File: src/rtl/pipe_pkg.sv
// Shared definitions for the pipeline register chain: the bubble encoding and
// the width helper used to size the occupancy count.
package pipe_pkg;

  // A bubble is all-zero data. Downstream logic decodes all-zero as a NOP.
  localparam logic BUBBLE = 1'b0;

  function automatic int unsigned clog2(input int unsigned n);
    int unsigned bits;
    int unsigned span;
    bits = 0;
    span = 1;
    while (span < n) begin
      span = span << 1;
      bits++;
    end
    return bits;
  endfunction

endpackage

File: src/rtl/pipe_stage_chain_if.sv
// Handshake and data bundle for pipe_stage_chain. The master drives the input
// item and the stall/flush controls. The slave is the chain itself.
interface pipe_stage_chain_if #(
  parameter int WIDTH = 32,
  parameter int DEPTH = 2
);
  import pipe_pkg::*;

  localparam int CW = clog2(DEPTH + 1);

  logic             flush;
  logic             hold;
  logic             in_valid;
  logic [WIDTH-1:0] in_data;
  logic             in_accept;
  logic             out_valid;
  logic [WIDTH-1:0] out_data;
  logic [CW-1:0]    occupancy;

  modport master (
    output flush, hold, in_valid, in_data,
    input  in_accept, out_valid, out_data, occupancy
  );

  modport slave (
    input  flush, hold, in_valid, in_data,
    output in_accept, out_valid, out_data, occupancy
  );

endinterface

File: src/rtl/pipe_stage.sv
// One register stage of the chain: a valid bit and a data word. It loads on
// go_i, clears on flush_i, and never holds stale data behind a cleared valid.
module pipe_stage
  import pipe_pkg::*;
#(
  parameter int WIDTH = 32
) (
  input  logic             clock,
  input  logic             reset,
  input  logic             go_i,
  input  logic             flush_i,
  input  logic             valid_i,
  input  logic [WIDTH-1:0] data_i,
  output logic             valid_o,
  output logic [WIDTH-1:0] data_o
);

  logic             valid_q, valid_d;
  logic [WIDTH-1:0] data_q,  data_d;

  always_comb begin
    // NOTE: every output of a combinational block gets a default first so no path infers a latch.
    valid_d = valid_q;
    data_d  = data_q;
    if (flush_i) begin
      valid_d = 1'b0;
      data_d  = {WIDTH{BUBBLE}};
    end else if (go_i) begin
      valid_d = valid_i;
      data_d  = valid_i ? data_i : {WIDTH{BUBBLE}};
    end
  end

  // NOTE: data is reset along with valid because a bubble must read as all-zero from the first cycle.
  always_ff @(posedge clock or negedge reset) begin
    if (!reset) begin
      // NOTE: sequential state uses non-blocking assignments so every stage samples pre-edge values.
      valid_q <= 1'b0;
      data_q  <= {WIDTH{BUBBLE}};
    end else begin
      valid_q <= valid_d;
      data_q  <= data_d;
    end
  end

  assign valid_o = valid_q;
  assign data_o  = data_q;

endmodule

File: src/rtl/pipe_stage_chain.sv
// DEPTH-deep register chain with per-stage valid, stall, single-cycle flush and
// occupancy. Defining PIPE_BUBBLE_COLLAPSE_EN lets items advance into bubbles under hold.
module pipe_stage_chain
  import pipe_pkg::*;
#(
  parameter int WIDTH = 32,
  parameter int DEPTH = 2
) (
  input  logic              clock,
  input  logic              reset,
  pipe_stage_chain_if.slave bus
);

  localparam int CW = clog2(DEPTH + 1);

  logic [DEPTH-1:0] v;
  logic [DEPTH-1:0] go;
  logic [DEPTH-1:0] up_v;
  logic [DEPTH-1:0] v_next;
  logic [WIDTH-1:0] d    [DEPTH];
  logic [WIDTH-1:0] up_d [DEPTH];

  logic [CW-1:0] occupancy_q, occupancy_d;

  // The advance chain is computed from the output side back toward the input.
  always_comb begin
    logic ahead;
    go = '0;
`ifdef PIPE_BUBBLE_COLLAPSE_EN
    ahead = !bus.hold || !v[DEPTH-1];
    go[DEPTH-1] = ahead;
    for (int k = DEPTH - 2; k >= 0; k--) begin
      ahead = ahead || !v[k];
      go[k] = ahead;
    end
`else
    ahead = !bus.hold;
    go    = {DEPTH{ahead}};
`endif
  end

  assign bus.in_accept = go[0] && !bus.flush;

  genvar k;
  generate
    for (k = 0; k < DEPTH; k++) begin : g_stage
      if (k == 0) begin : g_head
        assign up_v[k] = bus.in_valid;
        assign up_d[k] = bus.in_data;
      end else begin : g_body
        assign up_v[k] = v[k-1];
        assign up_d[k] = d[k-1];
      end

      pipe_stage #(
        .WIDTH (WIDTH)
      ) u_stage (
        .clock   (clock),
        .reset   (reset),
        .go_i    (go[k]),
        .flush_i (bus.flush),
        .valid_i (up_v[k]),
        .data_i  (up_d[k]),
        .valid_o (v[k]),
        .data_o  (d[k])
      );
    end
  endgenerate

  // Occupancy tracks the valid bits the stages will hold after this edge.
  always_comb begin
    v_next      = '0;
    occupancy_d = '0;
    for (int i = 0; i < DEPTH; i++) begin
      if (bus.flush)  v_next[i] = 1'b0;
      else if (go[i]) v_next[i] = up_v[i];
      else            v_next[i] = v[i];
      if (v_next[i]) occupancy_d = occupancy_d + CW'(1);
    end
  end

  always_ff @(posedge clock or negedge reset) begin
    if (!reset) occupancy_q <= '0;
    else        occupancy_q <= occupancy_d;
  end

  assign bus.out_valid = v[DEPTH-1];
  assign bus.out_data  = d[DEPTH-1];
  assign bus.occupancy = occupancy_q;

endmodule

File: src/flat_wrapper.sv
// flat-port wrapper written by rule: the top's interface ports become plain ports
module pipe_stage_chain_flat import pipe_pkg::*;
#(
  parameter int WIDTH = 32,
  parameter int DEPTH = 2
)
  (clock, reset, bus_flush, bus_hold, bus_in_valid, bus_in_data, bus_in_accept, bus_out_valid, bus_out_data, bus_occupancy);
  pipe_stage_chain_if #(.WIDTH(WIDTH), .DEPTH(DEPTH)) bus_i ();
  input  logic clock;
  input  logic reset;
  input wire logic [$bits(bus_i.flush)-1:0] bus_flush;
  input wire logic [$bits(bus_i.hold)-1:0] bus_hold;
  input wire logic [$bits(bus_i.in_valid)-1:0] bus_in_valid;
  input wire logic [$bits(bus_i.in_data)-1:0] bus_in_data;
  output wire logic [$bits(bus_i.in_accept)-1:0] bus_in_accept;
  output wire logic [$bits(bus_i.out_valid)-1:0] bus_out_valid;
  output wire logic [$bits(bus_i.out_data)-1:0] bus_out_data;
  output wire logic [$bits(bus_i.occupancy)-1:0] bus_occupancy;
  assign bus_i.flush = bus_flush;
  assign bus_i.hold = bus_hold;
  assign bus_i.in_valid = bus_in_valid;
  assign bus_i.in_data = bus_in_data;
  assign bus_in_accept = bus_i.in_accept;
  assign bus_out_valid = bus_i.out_valid;
  assign bus_out_data = bus_i.out_data;
  assign bus_occupancy = bus_i.occupancy;
  pipe_stage_chain #(.WIDTH(WIDTH), .DEPTH(DEPTH)) u_core (.clock(clock), .reset(reset), .bus(bus_i));
endmodule
File: config.mk
export PLATFORM = sky130hd
export DESIGN_NAME = pipe_stage_chain_flat
export DESIGN_NICKNAME = d
export VERILOG_FILES = /design/src/rtl/pipe_pkg.sv /design/src/rtl/pipe_stage_chain_if.sv /design/src/rtl/pipe_stage.sv /design/src/rtl/pipe_stage_chain.sv /design/src/flat_wrapper.sv
export SDC_FILE = /design/constraint.sdc
export NUM_CORES = 1
export LEC_CHECK = 0
export CAP_MARGIN = 10
export CORE_ASPECT_RATIO = 0.9
export CORE_MARGIN = 1
export CORE_UTILIZATION = 41
export DETAILED_ROUTE_END_ITERATION = 10
export DONT_BUFFER_PORTS = 1
export SLEW_MARGIN = 40
export SYNTH_ARGS = -nofsm -noshare
export SYNTH_HDL_FRONTEND = slang
export SYNTH_HIERARCHICAL = 1
export SYNTH_SLANG_ARGS = --single-unit
File: constraint.sdc
create_clock -name clock -period 1.35 [get_ports clock]
set_input_delay 0.3375 -clock clock [delete_from_list [all_inputs] [get_ports clock]]
set_output_delay 0.3375 -clock clock [all_outputs]
set_load 0.01 [all_outputs]
==> impl_metrics.env, run 1 <==
export IMPL_clk_pin_slew_ps=70
export IMPL_grt_max_degree=69
export IMPL_final_cell_mix="dfrtp_1 (68), a32o_2 (62), clkbuf_8 (10)"
export IMPL_cp_arrival_ps=1470
export IMPL_die_area_mm2=0.00693
export IMPL_die_y_um=79.1
export IMPL_internal_power_uw=3050
export IMPL_report_final_slew_viol_count=0
export IMPL_layout_commonest_cell="dfrtp_1"
export IMPL_pwr_share_seq_pct=54.6
export IMPL_drt_pass1_iter_count=5
export IMPL_max_clock_path_buffers=2
export IMPL_p_leak_uw=0.00162
export IMPL_switching_share_pct=21.4
export IMPL_status="complete, but fails checks"
export IMPL_synthDistinctLibCells=14
export IMPL_final_min_clock_period_ps=1200
export IMPL_core_area_mm2=0.00625
export IMPL_fin_crit_sh_pct=89.1
export IMPL_area_growth_synth_to_final_pct=6.71
export IMPL_tns_ps=0
export IMPL_synth_seq_cells=68
export IMPL_seq_area_frac_synth_pct=62.9
export IMPL_worstMarginPinSlew_ps=810
export IMPL_chipWidth_um=87.6
export IMPL_p_comb_share_pct=4.7
export IMPL_routed_wl_um=5900
export IMPL_portBuffers=0
export IMPL_grt_pass1_wl_um=9110
export IMPL_antenna_found_initial=0
export IMPL_max_freq_ghz=0.831
export IMPL_grt_pass1_vias=1691
export IMPL_hp_class="primary input to async pin"
export IMPL_rsz0062_at_grt="no"
export IMPL_avgSynthCellArea_um2=15.8
export IMPL_drv_cap=0
export IMPL_cts_root_buf="clkbuf_8"
export IMPL_vias=1604
export IMPL_power_density_mw_per_mm2=1340
export IMPL_switchingPower_uw=828
export IMPL_drtIter0Drc=79
export IMPL_max_slew_margin_pct=45.9
export IMPL_track_usage_pct=18.1
export IMPL_dp_hpwl_um=3500
export IMPL_crit_fanout=16
export IMPL_drc_errors=0
export IMPL_ir_worst_vdd_v=0.000674
export IMPL_finalHoldViolCount=68
export IMPL_post_cts_buffers=0
export IMPL_hold_slack_ps=-304
export IMPL_final_nets=204
export IMPL_skew_ps=6.21
export IMPL_finalInstanceArea_mm2=0.00289
export IMPL_reg2reg_from="u_core/g_stage[0].u_stage/valid_o$_DFFE_PN0P_"
export IMPL_htree_levels=3
export IMPL_ys_warn_count=6
export IMPL_reg2reg_depth=2
export IMPL_netlist_instances=171
export IMPL_cts_made_buffers=9
export IMPL_wl_per_cell_um=22.9
export IMPL_cts_tree="built"
export IMPL_cp_end_kind="flip-flop"
export IMPL_synth_area_mm2=0.00271
export IMPL_regToRegSetupSlack_ps=150
export IMPL_insertion_delay_ps=330
export IMPL_grt_ovfl_total=0
export IMPL_clock_sinks=68
export IMPL_critPathRequiredTime_ps=1610
export IMPL_setup_viol=0
export IMPL_num_io_pins=73
export IMPL_clkPwrFrac_pct=40.6
export IMPL_viasPerCell=6.24
export IMPL_antennaDiodeCount=0
export IMPL_row_count=27
export IMPL_start_util_pct=43.3
export IMPL_ant_nets=0
export IMPL_place_gp_congestion=0.712
export IMPL_violations="hold timing"
export IMPL_timing_rr_end="u_core/g_stage[1].u_stage/data_o[26]$_DFFE_PN0P_"
export IMPL_dpl_cell_area_mm2=0.00269
export IMPL_worstSetupPathType="flip-flop to flip-flop"
export IMPL_start_kind="flip-flop"
export IMPL_drive_above_1_share_pct=48.8
export IMPL_synth_nets=209
-- power groups by stage --
stage	logic, µW	clock network (µW)	registers, µW
after floorplan	167	0	2150
after global placement	166	0	2150
after detailed placement	177	0	2150
after CTS	182	1630	2120
after global routing	196	1730	2120
final	183	1570	2120
-- registers in the layout (all words and copies together), names as in the netlist --
| signal | cells |
|---|---|
| u_core/g_stage.u_stage/data_o | 64 |
| u_core/bus.occupancy | 2 |
| u_core/g_stage.u_stage/valid_o | 2 |
-- cell families after synthesis --
| logic type | share of synthesized area, % |
|---|---|
| flip-flops | 62.9 |
| adder cells (fa/ha/maj) | 0.462 |
| AND/OR/NAND/NOR | 3.01 |
| AO/OA/AOI/OAI | 26.2 |
| multiplexers | 1.48 |
| buffers and inverters | 5.97 |
-- worst max-delay path by stage --
stage,start,to,slack (ps),depth (start not counted)
finish,u_core/g_stage[0].u_stage/valid_o$_DFFE_PN0P_,u_core/g_stage[1].u_stage/data_o[26]$_DFFE_PN0P_,150,2
global route,u_core/g_stage[0].u_stage/valid_o$_DFFE_PN0P_,u_core/g_stage[1].u_stage/data_o[12]$_DFFE_PN0P_,80,2
CTS,u_core/g_stage[0].u_stage/valid_o$_DFFE_PN0P_,u_core/g_stage[1].u_stage/data_o[26]$_DFFE_PN0P_,130,2
detailed placement,u_core/g_stage[0].u_stage/valid_o$_DFFE_PN0P_,u_core/g_stage[1].u_stage/data_o[16]$_DFFE_PN0P_,-40,2
global placement,bus_hold,u_core/g_stage[1].u_stage/data_o[11]$_DFFE_PN0P_,-300,3
floorplan,bus_hold,u_core/g_stage[0].u_stage/data_o[30]$_DFFE_PN0P_,280,5
-- timing repair --
item / in CTS / in global routing
setup endpoints to repair: 31 / 0
hold endpoints to repair: 68 / 68
gates resized for setup: 1 / 0
-- synthesized netlist by cell type --
cell	instances	share of area (%)
mux2i_1	4	1.5
nand2b_1	2	0.46
dfrtp_1	68	63
nand3_1	2	0.37
ha_1	1	0.46
buf_2	6	1.1
inv_1	1	0.14
nor2_1	5	0.69
nor2_2	2	0.46
a32o_2	62	26
buf_4	8	2.2
buf_6	6	2.5
nor2b_4	2	1.0
a21oi_1	2	0.37
-- stage by stage --
stage                     instances  utilization, %  total power [µW]  setup WS [ps]
after global routing            257            46.2              4050           80.6
after CTS                       257            46.2              3930            135
final                           257            46.2              3870            147
after global placement          241            42.9              2320           -298
after detailed placement        241            43.0              2330          -35.9
after floorplan                 171               -              2310            279
-- area by class of cell --
cell class              count  area, µm²
flip-flops and latches     68       1700
clock inverters             2       35.0
repair buffers              3       22.5
well taps                  87        109
inverters                   1       3.75
multi-input cells          83        866
fillers                   546       3360
clock buffers              13        149
-- critical path, cell delays in order (launching register included) --
cell     delay [ps]
dfrtp_1         400
nor2b_4         470
a32o_2          260
-- routing by layer --
| layer | up-vias | routed length [µm] | share of wire, % | GRT usage (%) |
|---|---|---|---|---|
| met1 | 844 | 2390 | 41 | 21.1 |
| li1 | 689 | - | - | - |
| met5 | - | 0 | 0 | 0 |
| met2 | 64 | 2950 | 50 | 29.2 |
| met3 | 7 | 490 | 8.3 | 9.36 |
| met4 | 0 | 63 | 1.1 | 5.08 |
Power figures use the tool's default switching activity.
==> run 2: changes to the inputs <==
--- a/config.mk
+++ b/config.mk
@@ -9,8 +9,10 @@
 export CORE_ASPECT_RATIO = 0.9
 export CORE_MARGIN = 1
 export CORE_UTILIZATION = 41
+export CTS_BUF_LIST = sky130_fd_sc_hd__clkbuf_8 sky130_fd_sc_hd__clkbuf_16
 export DETAILED_ROUTE_END_ITERATION = 10
 export DONT_BUFFER_PORTS = 1
+export SKIP_CTS_REPAIR_TIMING = 1
 export SLEW_MARGIN = 40
 export SYNTH_ARGS = -nofsm -noshare
 export SYNTH_HDL_FRONTEND = slang
==> run 2 against run 1 <==
Against the previous run: the flow still finishes with violations (hold timing); sequential power hardly changed; die area stayed put; via count is 1.9% higher; design area stayed put; register-to-register slack hardly changed; clock-buffer cell count is 3 lower; first-iteration DRC count is 27% higher; critical path type unchanged.
==> impl_metrics.env, run 2 (synthesized netlist as in run 1, its figures left out) <==
export IMPL_status="complete, but fails checks"
export IMPL_violations="hold timing"
export IMPL_layout_commonest_cell="dfrtp_1"
export IMPL_clkPwrFrac_pct=40.3
export IMPL_die_y_um=79.1
export IMPL_p_comb_share_pct=4.8
export IMPL_start_util_pct=43.3
export IMPL_drive_above_1_share_pct=48.8
export IMPL_power_density_mw_per_mm2=1330
export IMPL_rsz0062_at_grt="no"
export IMPL_final_cell_mix="dfrtp_1 (68), a32o_2 (62), clkbuf_8 (10)"
export IMPL_max_freq_ghz=0.839
export IMPL_vias=1635
export IMPL_antenna_found_initial=0
export IMPL_drt_pass1_iter_count=4
export IMPL_internal_power_uw=3020
export IMPL_cts_tree="built"
export IMPL_start_kind="flip-flop"
export IMPL_crit_fanout=16
export IMPL_worstPathCellList="nor2b_4, a32o_2"
export IMPL_ant_nets=0
export IMPL_cp_top_family="simple AND/OR/NAND/NOR gates"
export IMPL_regArea_mm2=0.00170
export IMPL_cts_root_buf="clkbuf_8"
export IMPL_area_growth_synth_to_final_pct=6.71
export IMPL_chipWidth_um=87.6
export IMPL_pwr_share_seq_pct=55.0
export IMPL_drc_errors=0
export IMPL_largest_reg_flops=64
export IMPL_max_slew_margin_pct=46.9
export IMPL_fillCellCount=544
export IMPL_final_min_clock_period_ps=1190
export IMPL_timing_rr_end="u_core/g_stage[1].u_stage/data_o[26]$_DFFE_PN0P_"
export IMPL_dp_hpwl_um=3500
export IMPL_insertion_delay_ps=330
export IMPL_finalHoldViolCount=68
export IMPL_switching_share_pct=21.4
export IMPL_cp_endpoint="u_core/g_stage[1].u_stage/data_o[26]$_DFFE_PN0P_"
export IMPL_final_nets=204
export IMPL_critPathRequiredTime_ps=1610
export IMPL_cp_end_kind="flip-flop"
export IMPL_place_gp_congestion=0.712
export IMPL_reg2reg_from="u_core/g_stage[0].u_stage/valid_o$_DFFE_PN0P_"
export IMPL_regToRegSetupSlack_ps=160
export IMPL_report_final_slew_viol_count=0
export IMPL_final_util_pct=46.2
export IMPL_clk_pin_slew_ps=70
export IMPL_grt_pass1_vias=1671
export IMPL_p_leak_uw=0.00163
export IMPL_hold_slack_ps=-304
export IMPL_worstMarginPinSlew_ps=794
export IMPL_cts_made_buffers=9
export IMPL_setup_viol=0
export IMPL_core_area_mm2=0.00625
export IMPL_drtIter0Drc=100
export IMPL_antennaDiodeCount=0
export IMPL_worstSetupPathType="flip-flop to flip-flop"
export IMPL_clock_sinks=68
export IMPL_hp_class="primary input to async pin"
export IMPL_portBuffers=0
export IMPL_wl_per_cell_um=23.0
export IMPL_viasPerCell=6.36
export IMPL_htree_levels=3
export IMPL_tns_ps=0
export IMPL_skew_ps=7.22
export IMPL_drv_cap=0
export IMPL_cpPeakStageDelay_ps=460
export IMPL_grt_max_degree=69
export IMPL_slowest_stage="nor2b_4"
export IMPL_grt_ovfl_total=0
export IMPL_num_io_pins=73
export IMPL_cp_num_cells=2
export IMPL_crit_buf_inv=0
export IMPL_max_clock_path_buffers=2
export IMPL_fin_crit_sh_pct=88.3
export IMPL_cp_arrival_ps=1460
export IMPL_row_count=27
export IMPL_routed_wl_um=5910
export IMPL_ir_worst_vdd_v=0.000674
export IMPL_multiInputGateArea_um2=866
export IMPL_reg2reg_depth=2
export IMPL_die_area_mm2=0.00693
export IMPL_track_usage_pct=17.6
export IMPL_crit_start="u_core/g_stage[0].u_stage/valid_o$_DFFE_PN0P_"
export IMPL_switchingPower_uw=826
export IMPL_grt_pass1_wl_um=8890
## run 2: cell types whose count changed in the layout (fill, tap and decap cells not counted)
| cell | change |
|---|---|
| clkbuf_1 | -3 |
| inv_1 | +3 |
## run 2: how the worst min path moves through the flow
| stage | startpoint | to | slack, ps | cells after the start |
|---|---|---|---|---|
| 6_report | reset | u_core/g_stage[0].u_stage/valid_o$_DFFE_PN0P_ | -300 | 0 |
| 5_1_grt | reset | u_core/g_stage[1].u_stage/data_o[22]$_DFFE_PN0P_ | -340 | 0 |
| 4_1_cts | reset | u_core/g_stage[1].u_stage/data_o[27]$_DFFE_PN0P_ | -320 | 0 |
| 3_5_place_dp | reset | u_core/g_stage[1].u_stage/data_o[21]$_DFFE_PN0P_ | 40 | 0 |
| 3_3_place_gp | reset | u_core/g_stage[1].u_stage/data_o[25]$_DFFE_PN0P_ | 40 | 0 |
| 2_1_floorplan | reset | u_core/bus.occupancy[0]$_DFF_PN0_ | 40 | 0 |
## run 2: power by group through the flow
stage	Combinational, µW	Clock, µW	Sequential (µW)
6_report	183	1550	2120
5_1_grt	196	1710	2120
4_1_cts	178	1610	2110
3_5_place_dp	177	0	2150
3_3_place_gp	166	0	2150
2_1_floorplan	167	0	2150
## run 2: area by class of cell
class                           count  area share [%]
Multi-Input combinational cell     83            30.0
Timing Repair Buffer                3           0.780
Inverter                            1           0.130
Sequential cell                    68            59.0
Clock buffer                       10            4.77
Clock inverter                      5            1.60
Tap cell                           87            3.77
## run 2: metal layers
layer	routed length (µm)	GRT usage, %	vias to the layer above	part of all wire, %
met2	2820	28.0	80	48
met3	622	9.56	11	11
met4	71	5.57	0	1.2
li1	-	-	688	-
met1	2400	20.2	856	41
met5	0	0	-	0
## run 2: stage by stage
step | hold slack, ps | instance area, µm² | power, µW | std cells | setup slack (ps)
CTS | -325 | 2870 | 3900 | 256 | -66.1
floorplan | 41.9 | 2710 | 2310 | 171 | 279
detailed placement | 43.4 | 2690 | 2330 | 241 | -35.9
global placement | 43.5 | 2680 | 2320 | 241 | -298
global route | -340 | 2890 | 4020 | 257 | 74.3
finish | -304 | 2890 | 3850 | 257 | 158
## run 2: worst reg2reg max path, stage by stage (launching register included)
cell and delay, ps:
dfrtp_1 400, nor2b_4 460, a32o_2 270
